[config.mk]
export PLATFORM = sky130hd
export DESIGN_NAME = ixc_skid_reg_13
export DESIGN_NICKNAME = d
export VERILOG_FILES = /design/src/rtl/ixc_stage_pkg.sv /design/src/rtl/ixc_skid_reg_13_sat_cnt.sv /design/src/rtl/ixc_skid_reg_13.sv
export SDC_FILE = /design/constraint.sdc
export NUM_CORES = 1
export LEC_CHECK = 0
export ABC_AREA = 1
export CAP_MARGIN = 30
export CORE_MARGIN = 5
export CORE_UTILIZATION = 36
export CTS_CLUSTER_DIAMETER = 150
export DETAILED_ROUTE_END_ITERATION = 8
export PLACE_DENSITY_LB_ADDON = 0.08
export SYNTH_ARGS = -nofsm -noshare
export SYNTH_HDL_FRONTEND = slang
export SYNTH_SLANG_ARGS = --single-unit
[constraint.sdc]
create_clock -name clk -period 1.74 [get_ports clk]
set_input_delay 0.174 -clock clk [delete_from_list [all_inputs] [get_ports clk]]
set_output_delay 0.174 -clock clk [all_outputs]
set_load 0.01 [all_outputs]
[src/rtl/ixc_stage_pkg.sv]
// Shared types and constants for the ixc skid stage and its statistics counter.
package ixc_stage_pkg;

   localparam int unsigned IXC_DATA_W = 13;
   localparam int unsigned IXC_CNT_W  = 16;

   typedef logic [IXC_DATA_W-1:0] ixc_data_t;

   // Encoding mirrors {skid_v, main_v}; 2'b10 is never produced.
   typedef enum logic [1:0] {
      EMPTY = 2'b00,
      ONE   = 2'b01,
      FULL  = 2'b11
   } ixc_skid_state_e;

endpackage

[src/rtl/ixc_skid_reg_13_sat_cnt.sv]
// Saturating up-counter with synchronous clear; clear has priority over increment.
module ixc_sat_cnt
   import ixc_stage_pkg::*;
#(
   parameter int unsigned W = IXC_CNT_W
) (
   input  logic         clk,
   input  logic         rst,
   input  logic         clr,
   input  logic         inc,
   output logic [W-1:0] cnt
);

   localparam logic [W-1:0] STEP = {{(W-1){1'b0}}, 1'b1};

   always_ff @(posedge clk or posedge rst) begin
      if (rst) begin
         cnt <= '0;
      end else if (clr) begin
         cnt <= '0;
      end else if (inc && (cnt != '1)) begin
         cnt <= cnt + STEP;
      end
   end

endmodule

[src/rtl/ixc_skid_reg_13.sv]
// Two-entry registered valid/ready skid stage feeding the 13-bit ixc_assign template.
// Optional transfer counter compiled in with IXC_SKID_STATS_EN.
module ixc_skid_reg_13
   import ixc_stage_pkg::*;
#(
   parameter int unsigned WIDTH = IXC_DATA_W,
   parameter int unsigned CNT_W = IXC_CNT_W
) (
   input  logic             clk,
   input  logic             rst,
   input  logic             flush,
   input  logic             in_valid,
   input  logic [WIDTH-1:0] in_data,
   output logic             in_ready,
   output logic             out_valid,
   output logic [WIDTH-1:0] out_data,
   input  logic             out_ready
`ifdef IXC_SKID_STATS_EN
   ,
   output logic [CNT_W-1:0] xfer_cnt
`endif
);

   ixc_skid_state_e  state;
   ixc_skid_state_e  state_nxt;
   logic [WIDTH-1:0] main_d;
   logic [WIDTH-1:0] skid_d;
   logic             main_v;
   logic             skid_v;
   logic             in_fire;
   logic             out_fire;
   logic             load_main;
   logic             main_from_skid;
   logic             load_skid;

   assign main_v    = (state == ONE) || (state == FULL);
   assign skid_v    = (state == FULL);
   assign out_valid = main_v;
   assign out_data  = main_d;
   assign in_ready  = !skid_v;
   assign in_fire   = in_valid & in_ready;
   assign out_fire  = out_valid & out_ready;

   always_ff @(posedge clk or posedge rst) begin
      if (rst) begin
         state <= EMPTY;
      end else begin
         state <= state_nxt;
      end
   end

   always_comb begin
      state_nxt      = state;
      load_main      = 1'b0;
      main_from_skid = 1'b0;
      load_skid      = 1'b0;
      case (state)
         EMPTY: begin
            if (in_fire) begin
               load_main = 1'b1;
               state_nxt = ONE;
            end
         end
         ONE: begin
            if (in_fire && out_fire) begin
               load_main = 1'b1;
            end else if (in_fire) begin
               load_skid = 1'b1;
               state_nxt = FULL;
            end else if (out_fire) begin
               state_nxt = EMPTY;
            end
         end
         FULL: begin
            if (out_fire) begin
               load_main      = 1'b1;
               main_from_skid = 1'b1;
               state_nxt      = ONE;
            end
         end
         default: state_nxt = EMPTY;
      endcase
      // Flush drops everything, including a word accepted this same cycle.
      if (flush) begin
         state_nxt = EMPTY;
         load_main = 1'b0;
         load_skid = 1'b0;
      end
   end

   always_ff @(posedge clk or posedge rst) begin
      if (rst) begin
         main_d <= '0;
         skid_d <= '0;
      end else begin
         if (load_main) begin
            main_d <= main_from_skid ? skid_d : in_data;
         end
         if (load_skid) begin
            skid_d <= in_data;
         end
      end
   end

`ifdef IXC_SKID_STATS_EN
   ixc_sat_cnt #(
      .W (CNT_W)
   ) u_xfer_cnt (
      .clk (clk),
      .rst (rst),
      .clr (flush),
      .inc (out_fire),
      .cnt (xfer_cnt)
   );
`endif

endmodule

# Word level (Yosys, flattened, before mapping)

Cells that the tools add are included.

Flip-flop bits (word level): 28
Input bits: 18
Output and inout port bits: 15
Logic and storage cells: 33

Equal/unequal tests: 6
Mux-type cells: 17
Bitwise gates (word level): 2
Reduce and logical (&&, ||, !) cells: 5

Operator list:

| cell                                                                     | count |
|---|---|
| 13-bit two-way mux                                                       | 1 |
| 2-bit two-way mux                                                        | 6 |
| 1-bit two-way mux                                                        | 8 |
| 3-bit inequality test (second input constant)                            | 2 |
| 2-bit case mux with 3 select lines                                       | 1 |
| 4-bit inequality test (second input constant)                            | 1 |
| 4-bit AND reduction                                                      | 1 |
| 3-bit by 2-bit inequality test with 1-bit output (second input constant) | 1 |
| 1-bit case mux with 3 select lines                                       | 1 |
| 1-bit AND                                                                | 2 |
| 2-bit by 1-bit == test with 1-bit output (second input constant)         | 1 |
| 2-bit == test (second input constant)                                    | 1 |
| 2-bit logical NOT                                                        | 1 |
| 1-bit logical AND                                                        | 1 |
| 1-bit logical NOT                                                        | 1 |
| 1-bit logical OR                                                         | 1 |

# Logic depth before layout (Yosys ltp)

Gate-level depths: netlist (run 1).

Depth after elaboration: 8
Mapped depth: 10
Mapped depth without buffers: 9

# Worst setup path before layout (run 1)

OpenSTA, ideal clock, no wires.

Path kind: reg-to-reg
Start: register state[0]
End: register main_d[10] (netlist: out_data[10])
Library setup time: 116 ps
Data arrival time: 1353 ps
Required time: 1624 ps
Path slack: 270 ps
Stages on the path, launching flop included: 11
Path buffers: 1
Clock period less this slack: 1470 ps
Cell sequence: dfrtp_1 -> ha_1 -> inv_2 -> nand3_4 -> inv_4 -> nand2_4 -> nand3_4 -> nand2_4 -> buf_12 -> nand2_2 -> nand2_1

Cells in the longest elaborated chain, start to end: 7
Elaborated cells between the ends (all ways): 15
Those cells by class: eq/ne: 2; mux: 7; bitwise: 2; reduce/logical: 4

Ends and longest elaborated chain:

| what                                   | line                  | RTL |
|---|---|---|
| start: declaration                     | ixc_skid_reg_13.sv:24 | `ixc_skid_state_e state;` |
| start signal: assignment               | ixc_skid_reg_13.sv:48 | `state <= state_nxt;` |
| 2-bit == test (*)                      | ixc_skid_reg_13.sv:37 | `assign skid_v = (state == FULL);` |
| 1-bit logical NOT (*)                  | ixc_skid_reg_13.sv:40 | `assign in_ready = !skid_v;` |
| net in_ready                           | ixc_skid_reg_13.sv:14 | `output logic in_ready,` |
| 1-bit AND (*)                          | ixc_skid_reg_13.sv:41 | `assign in_fire = in_valid & in_ready;` |
| 1-bit logical AND                      | ixc_skid_reg_13.sv:65 | `if (in_fire && out_fire) begin` |
| 1-bit two-way mux                      | ixc_skid_reg_13.sv:65 |  |
| 1-bit case mux with 3 select lines (*) | ixc_skid_reg_13.sv:57 | `case (state)` |
| 1-bit two-way mux (*)                  | ixc_skid_reg_13.sv:84 | `if (flush) begin` |
| end signal: assignment                 | ixc_skid_reg_13.sv:97 | `main_d <= main_from_skid ? skid_d : in_data;` |
| end: declaration                       | ixc_skid_reg_13.sv:26 | `logic [WIDTH-1:0] main_d;` |

Mark *: on every way through the listed nets, which the timed path passes. The rest lies on a longest branch.
A chain may end at the register's enable or synchronous reset.

# Worst setup path in the final report (run 1)

Start: register state[0]
End: output port out_valid

Cells in the longest elaborated chain, start to end: 2
Elaborated cells between the ends (all ways): 3
Those cells by class: eq/ne: 2; reduce/logical: 1

Ends and longest elaborated chain:

| what                                                                             | line                  | RTL |
|---|---|---|
| 2-bit by 1-bit == test with 1-bit output / 2-bit == test (equally long branches) | ixc_skid_reg_13.sv:36 | `assign main_v = (state == ONE) \|\| (state == FULL);` |
| 1-bit logical OR (*)                                                             | ixc_skid_reg_13.sv:36 |  |
| end: declaration                                                                 | ixc_skid_reg_13.sv:15 | `output logic out_valid,` |

Mark *: on every way between the ends. The rest lies on a longest branch, timed or not.

==> reports/qor.yml, run 1 <==
crit_path_end_kind: "output port"
grt_max_degree: 29
hpwl_um: 2200
synthAdderAreaFrac_pct: 3.45
wl_per_cell_um: 11.3
regArea_um2: 701
port_buffers: 32
track_usage_pct: 11.3
cts_tree: "yes"
multi_input_area_um2: 622
path_cells: "ha_2 -> or2_2 -> dlygate4sd2_1"
syn_nets: 194
dp_cells: 250
max_cap_violations: 0
yosysTopAreaCellShare_pct: 48.3
wl_um: 2890
fillers: 349
worstMarginPinSlew_ns: 0.351
hold_path_class: "in -> async"
clkLatencyLatePin_ns: 0.27
total_leakage_power_nw: 0.968
route.met3.wl_um: 123
cp_top_family: "flip-flops"
die_w_um: 73.5
cts.sinks: 28
hold_buffers: 0
yosysWarnings: 0
synth_cells: 172
p_clk_share_pct: 21.9
netlist_area_um2: 1450
root_buffer: "clkbuf_8"
path_buf_inv: 1
drv_slew: 0
vias: 1167
fmax_mhz: 600
coreArea_um2: 3940
rows: 23
r2r_setup_slack_ns: 0.21
cp-start-kind: "register"
yosys.area_share.simple_pct: 29.4
cp_slowest_stage_delay_ns: 0.43
design_area_um2: 1900
cp-startpoint: "state[0]"
cts.clk_slew.worst_paths_ns: 0.10
dr.pass1.iters: 4
placed_area_um2: 1820
crit_type: "reg -> out"
top_layer: "met4"
rsz0062_at_grt: "false"
post-route-period-util_pct: 95.8
final_common_cell: "nand2_1"
arrival_ns: 1.49
cts_made_buffers: 3
period_needed_ns: 1.67
outcome: "completed"
max_slew_margin_pct: 76.6
ctsHtreeMaxLevel: 1
synth.area.mux_share_pct: 0
swShare_pct: 30.7
final_layout_size_suffix_gt1_share_pct: 14.1
antenna_found_initial: 0
die_h_um: 73.5
critPathMaxFanout: 4
combPwrFrac_pct: 33.0
synth_compound_area_share_pct: 9.66
grt_pass1_vias: 1101
fin_nets: 228
synth-seq-cells: 28
met1Wirelength_um: 1480
synth_top_family_by_area: "simple AND/OR/NAND/NOR gates"
seq_area_frac_synth_pct: 48.3
syn_area_per_cell_um2: 8.44
most-common-layout-cells: "nand2_1, clkdlybuf4s50_1, dfrtp_1, inv_1, nand3_1"
antennaDiodeCount: 0
finalSetupViolCount: 0
wl_met2_um: 1260
synth_xor_area_share_pct: 0
switchingPower_w: 0.000721
peakVddDrop_v: 0.000431
powerDensity_nw_per_um2: 1240
fin_setup_tns_ns: 0
netlist-cell-type-count: 19
p_int_w: 0.00163
start_util_pct: 36.8
critPathRequiredTime_ns: 1.57
finalHoldViolCount: 0
synth_area_leader_cell: "dfrtp_1"
drc: 0
clock_skew_ns: 0.00470
grt_overflow_total: 0
syn_to_final_growth_pct: 30.8
place_congestion: 0.915
final_antenna_net_count: 0
grt_pass1_wl_um: 4850
rr_startpoint: "state[0]"
vias_per_cell: 4.58
cts.path.max_buffers: 2
power_frac_seq_pct: 45.2
io_pins: 33
synthTopCellsByArea: "dfrtp_1, nand2_1, nand3_1, inv_1, a21oi_1"
slowest_stage: "dfrtp_1"
fin_cells: 255
drt-initial-drc-count: 98
fp.dieArea_um2: 5400
synthesized netlist by cell type:
master,n
a21oi_1,14
or2_2,1
nand3_1,16
nand2_2,11
inv_1,19
dfrtp_1,28
nor2_1,14
nand4_1,2
nand3_4,3
o21ai_0,8
inv_4,1
inv_2,1
o21ai_1,6
buf_2,5
buf_4,1
nand2_1,35
buf_12,1
ha_1,4
nand2_4,2
worst paths after layout:
check,endpoint,cells past startpoint
setup / recovery,out_valid,3
hold / removal,out_data[10],3
setup reg to reg,out_data[12],9
hold reg to reg,out_data[0],2
max in group asynchronous,state[0],3
min in group clk,skid_d[2],3
cell families (layout without fill, tap and decap cells):
| kind of cell | count (synthesis) | count (layout) |
|---|---|---|
| and+or+nand+nor | 84 | 84 |
| AOI/OAI and AO/OA | 28 | 28 |
| DFF | 28 | 28 |
| buffers and inverters | 28 | 61 |
| adders and majority gates | 4 | 4 |
area by class of cell:
| class | count | share of cell area (%) |
|---|---|---|
| clock inverters | 1 | 1.58 |
| flip-flops and latches | 28 | 36.9 |
| multi-input cells | 116 | 32.8 |
| clock buffers | 3 | 2.18 |
| repair buffers | 36 | 19.0 |
| well taps | 50 | 3.30 |
| inverters | 21 | 4.28 |
timing repair:
item / in CTS / in global routing
endpoints found under the hold margin: 0 / 0
resized for setup: 3 / 1
endpoints found under the setup margin: 2 / 1
setup buffers: 1 / 0
state kept, by name, summed over array words and instances (netlist names):
name and count:
out_data 13, skid_d 13, state 2
stage by stage:
step	hold WS [ns]	setup WS [ns]	power, W	utilization [%]
detailed placement	0.464	0.108	0.00186	46.1
global route	0.303	0.00267	0.00254	48.1
floorplan	0.239	0.270	0.00152	-
CTS	0.281	0.0209	0.00238	48.1
finish	0.264	0.0727	0.00235	48.1
global placement	0.456	0.147	0.00184	46.1
worst min-delay path, delay by kind of cell:
kind | cells | cell delay [ns]
buffers and inverters | 3 | 0.78
power by group through the flow:
stage / registers [W] / clock network, W / logic (W)
global route: 0.00110 / 0.000571 / 0.000866
detailed placement: 0.00107 / 0 / 0.000790
finish: 0.00106 / 0.000514 / 0.000775
CTS: 0.00106 / 0.000532 / 0.000788
floorplan: 0.00111 / 0 / 0.000407
global placement: 0.00106 / 0 / 0.000773
routing by layer:
layer  track usage, %  vias up
met5                0        -
met4             2.41        0
met3             2.05        4
met2             17.9       25
met1             16.0      530
li1                 -      608
Note: power is estimated with default switching activity, not from simulation.
==> run 2: changes to the inputs <==
--- a/config.mk
+++ b/config.mk
@@ -8,10 +8,10 @@
 export ABC_AREA = 1
 export CAP_MARGIN = 30
 export CORE_MARGIN = 5
-export CORE_UTILIZATION = 36
+export CORE_UTILIZATION = 45
 export CTS_CLUSTER_DIAMETER = 150
 export DETAILED_ROUTE_END_ITERATION = 8
-export PLACE_DENSITY_LB_ADDON = 0.08
+export PLACE_DENSITY = 0.73
 export SYNTH_ARGS = -nofsm -noshare
 export SYNTH_HDL_FRONTEND = slang
 export SYNTH_SLANG_ARGS = --single-unit
==> reports/qor.yml, run 2 (same netlist as run 1, synthesis figures left out) <==
outcome: "completed"
track_usage_pct: 13.7  # +2.5 points
finalPower_w: 0.00216  # -8.2%
vias_per_cell: 4.72  # +3.1%
r2r_setup_slack_ns: 0.18  # -0.03 ns
fmax_mhz: 625  # +4.2%
dp_cells: 244  # -2.4%
crit_type: "reg -> out"
switchingPower_w: 0.000707  # -1.9%
rsz0062_at_grt: "false"
hpwl_um: 2230  # +1.2%
hold_path_class: "in -> async"
io_pins: 33  # unchanged
drc: 0  # unchanged
drv_slew: 0  # unchanged
r2r_end: "out_data[0]"
fin_nets: 228  # unchanged
cp-start-kind: "register"
max_slew_margin_pct: 76.3  # -0.33 points
clock_skew_ns: 0.00829  # +0.00359 ns
fin_ws_ns: 0.140  # +0.0675 ns
antenna_found_initial: 0  # unchanged
grt_overflow_total: 0  # unchanged
place_congestion: 0.876  # -4.2%
cts.sinks: 28  # unchanged
p_clk_share_pct: 14.3  # -7.6 points
root_buffer: "clkbuf_4"
critPathMaxFanout: 4  # unchanged
wl_per_cell_um: 11.5  # +1.2%
max_cap_violations: 0  # unchanged
power_frac_seq_pct: 49.3  # +4.1 points
fin_cells: 249  # -2.4%
arrival_ns: 1.43  # -0.06 ns
die_h_um: 66.8  # -9.1%
post-route-period-util_pct: 91.9  # -3.9 points
grt_pass1_wl_um: 4750  # -2.1%
powerDensity_nw_per_um2: 1170  # -5.9%
critPathCapture: "out_valid"
p_int_w: 0.00145  # -11%
start_util_pct: 47.2  # +10 points
coreArea_um2: 3080  # -22%
finalSetupViolCount: 0  # unchanged
cts.path.max_buffers: 2  # unchanged
drt-initial-drc-count: 49  # -50%
cts.clk_slew.worst_paths_ns: 0.14  # +0.04 ns
hold_slack_ns: 0.194  # -0.0703 ns
period_needed_ns: 1.60  # -0.0675 ns
critPathRequiredTime_ns: 1.57  # about the same
swShare_pct: 32.8  # +2.1 points
worstMarginPinSlew_ns: 0.354  # +0.00357 ns
finalHoldViolCount: 0  # unchanged
antennaDiodeCount: 0  # unchanged
port_buffers: 32  # unchanged
grt_max_degree: 29  # unchanged
crit_path_end_kind: "output port"
ctsHtreeMaxLevel: 1  # unchanged
grt_pass1_vias: 1056  # -4.1%
rows: 20  # -13%
most-common-layout-cells: "nand2_1, clkdlybuf4s50_1, dfrtp_1, inv_1, nand3_1"
reg2regPathDepth: 9  # unchanged
die_w_um: 66.8  # -9.1%
final_antenna_net_count: 0  # unchanged
cp-startpoint: "state[1]"
rr_startpoint: "state[1]"
total_leakage_power_nw: 0.951  # -1.8%
final_common_cell: "nand2_1"
cts_tree: "yes"
combPwrFrac_pct: 36.4  # +3.4 points
fp.dieArea_um2: 4460  # -17%
vias: 1175  # +0.69%
peakVddDrop_v: 0.000816  # +89%
syn_to_final_growth_pct: 27.6
cts_made_buffers: 3  # unchanged
hold_buffers: 0  # unchanged
fin_setup_tns_ns: 0  # unchanged
place_ws_ns: 0.122  # +0.0142 ns
dr.pass1.iters: 4  # unchanged
wl_um: 2860  # -1.2%
final_layout_size_suffix_gt1_share_pct: 14.6  # +0.49 points
clkLatencyLatePin_ns: 0.32  # +0.05 ns
[run 2: changes by cell type in the layout (fill, tap and decap cells not counted), sizes merged]
cell | previous run | this run
clkbuf | 3 | 5
bufinv | 1 | 0
dlygate4sd2 | 2 | 1
[run 2: timing repair]
| action | in CTS | in global routing |
|---|---|---|
| buffers inserted | 1 | 0 |
| setup endpoints to repair | 2 | 1 |
| gates resized for setup | 5 | 1 |
[run 2: critical path, cell delays in order (launching register included)]
cell and delay [ns]:
dfrtp_1 0.42, inv_1 0.08, ha_2 0.20, or2_2 0.27, clkbuf_2 0.13
[run 2: metrics by stage]
stage          utilization [%]  instance area, µm²
5_1_grt                   60.2                1850
3_5_place_dp              58.8                1810
4_1_cts                   60.3                1860
2_1_floorplan                -                1450
3_3_place_gp              58.8                1810
6_report                  60.2                1850
[run 2: area by class of cell]
type | count | area [µm²]
fill | 278 | 1230
sequential | 28 | 701
multi-input combinational | 116 | 622
timing repair buffer | 36 | 357
inverter | 21 | 81.3
tap | 44 | 55.1
clock buffer | 4 | 36.3
[run 2: worst min-delay path by stage]
stage	to	slack, ns	depth (start not counted)
finish	skid_d[8]	0.19	3
global route	out_data[0]	0.23	3
CTS	out_data[0]	0.21	3
detailed placement	out_data[5]	0.47	2
global placement	out_data[8]	0.47	2
floorplan	out_data[0]	0.24	1
[run 2: power by group through the flow]
stage                     Combinational (W)  Clock [W]  Sequential, W
after floorplan                    0.000407          0        0.00111
after global placement             0.000772          0        0.00107
after detailed placement           0.000794          0        0.00108
after CTS                          0.000803   0.000320        0.00106
after global routing               0.000875   0.000354        0.00110
final                              0.000786   0.000309        0.00106
[run 2: layer usage]
layer  up-vias  GRT usage [%]  part of all wire, %
met1       537           19.1                   46
met4         0           1.52                 0.35
met5         -              0                    0
li1        609              -                    -
met3         2           3.71                  5.6
met2        27           22.2                   48
==> run 3: changes to the inputs <==
--- a/config.mk
+++ b/config.mk
@@ -6,7 +6,6 @@
 export NUM_CORES = 1
 export LEC_CHECK = 0
 export ABC_AREA = 1
-export CAP_MARGIN = 30
 export CORE_MARGIN = 5
 export CORE_UTILIZATION = 45
 export CTS_CLUSTER_DIAMETER = 150
==> results of run 3 <==
No change in the layout: final DEF, timing and power equal those of run 2.
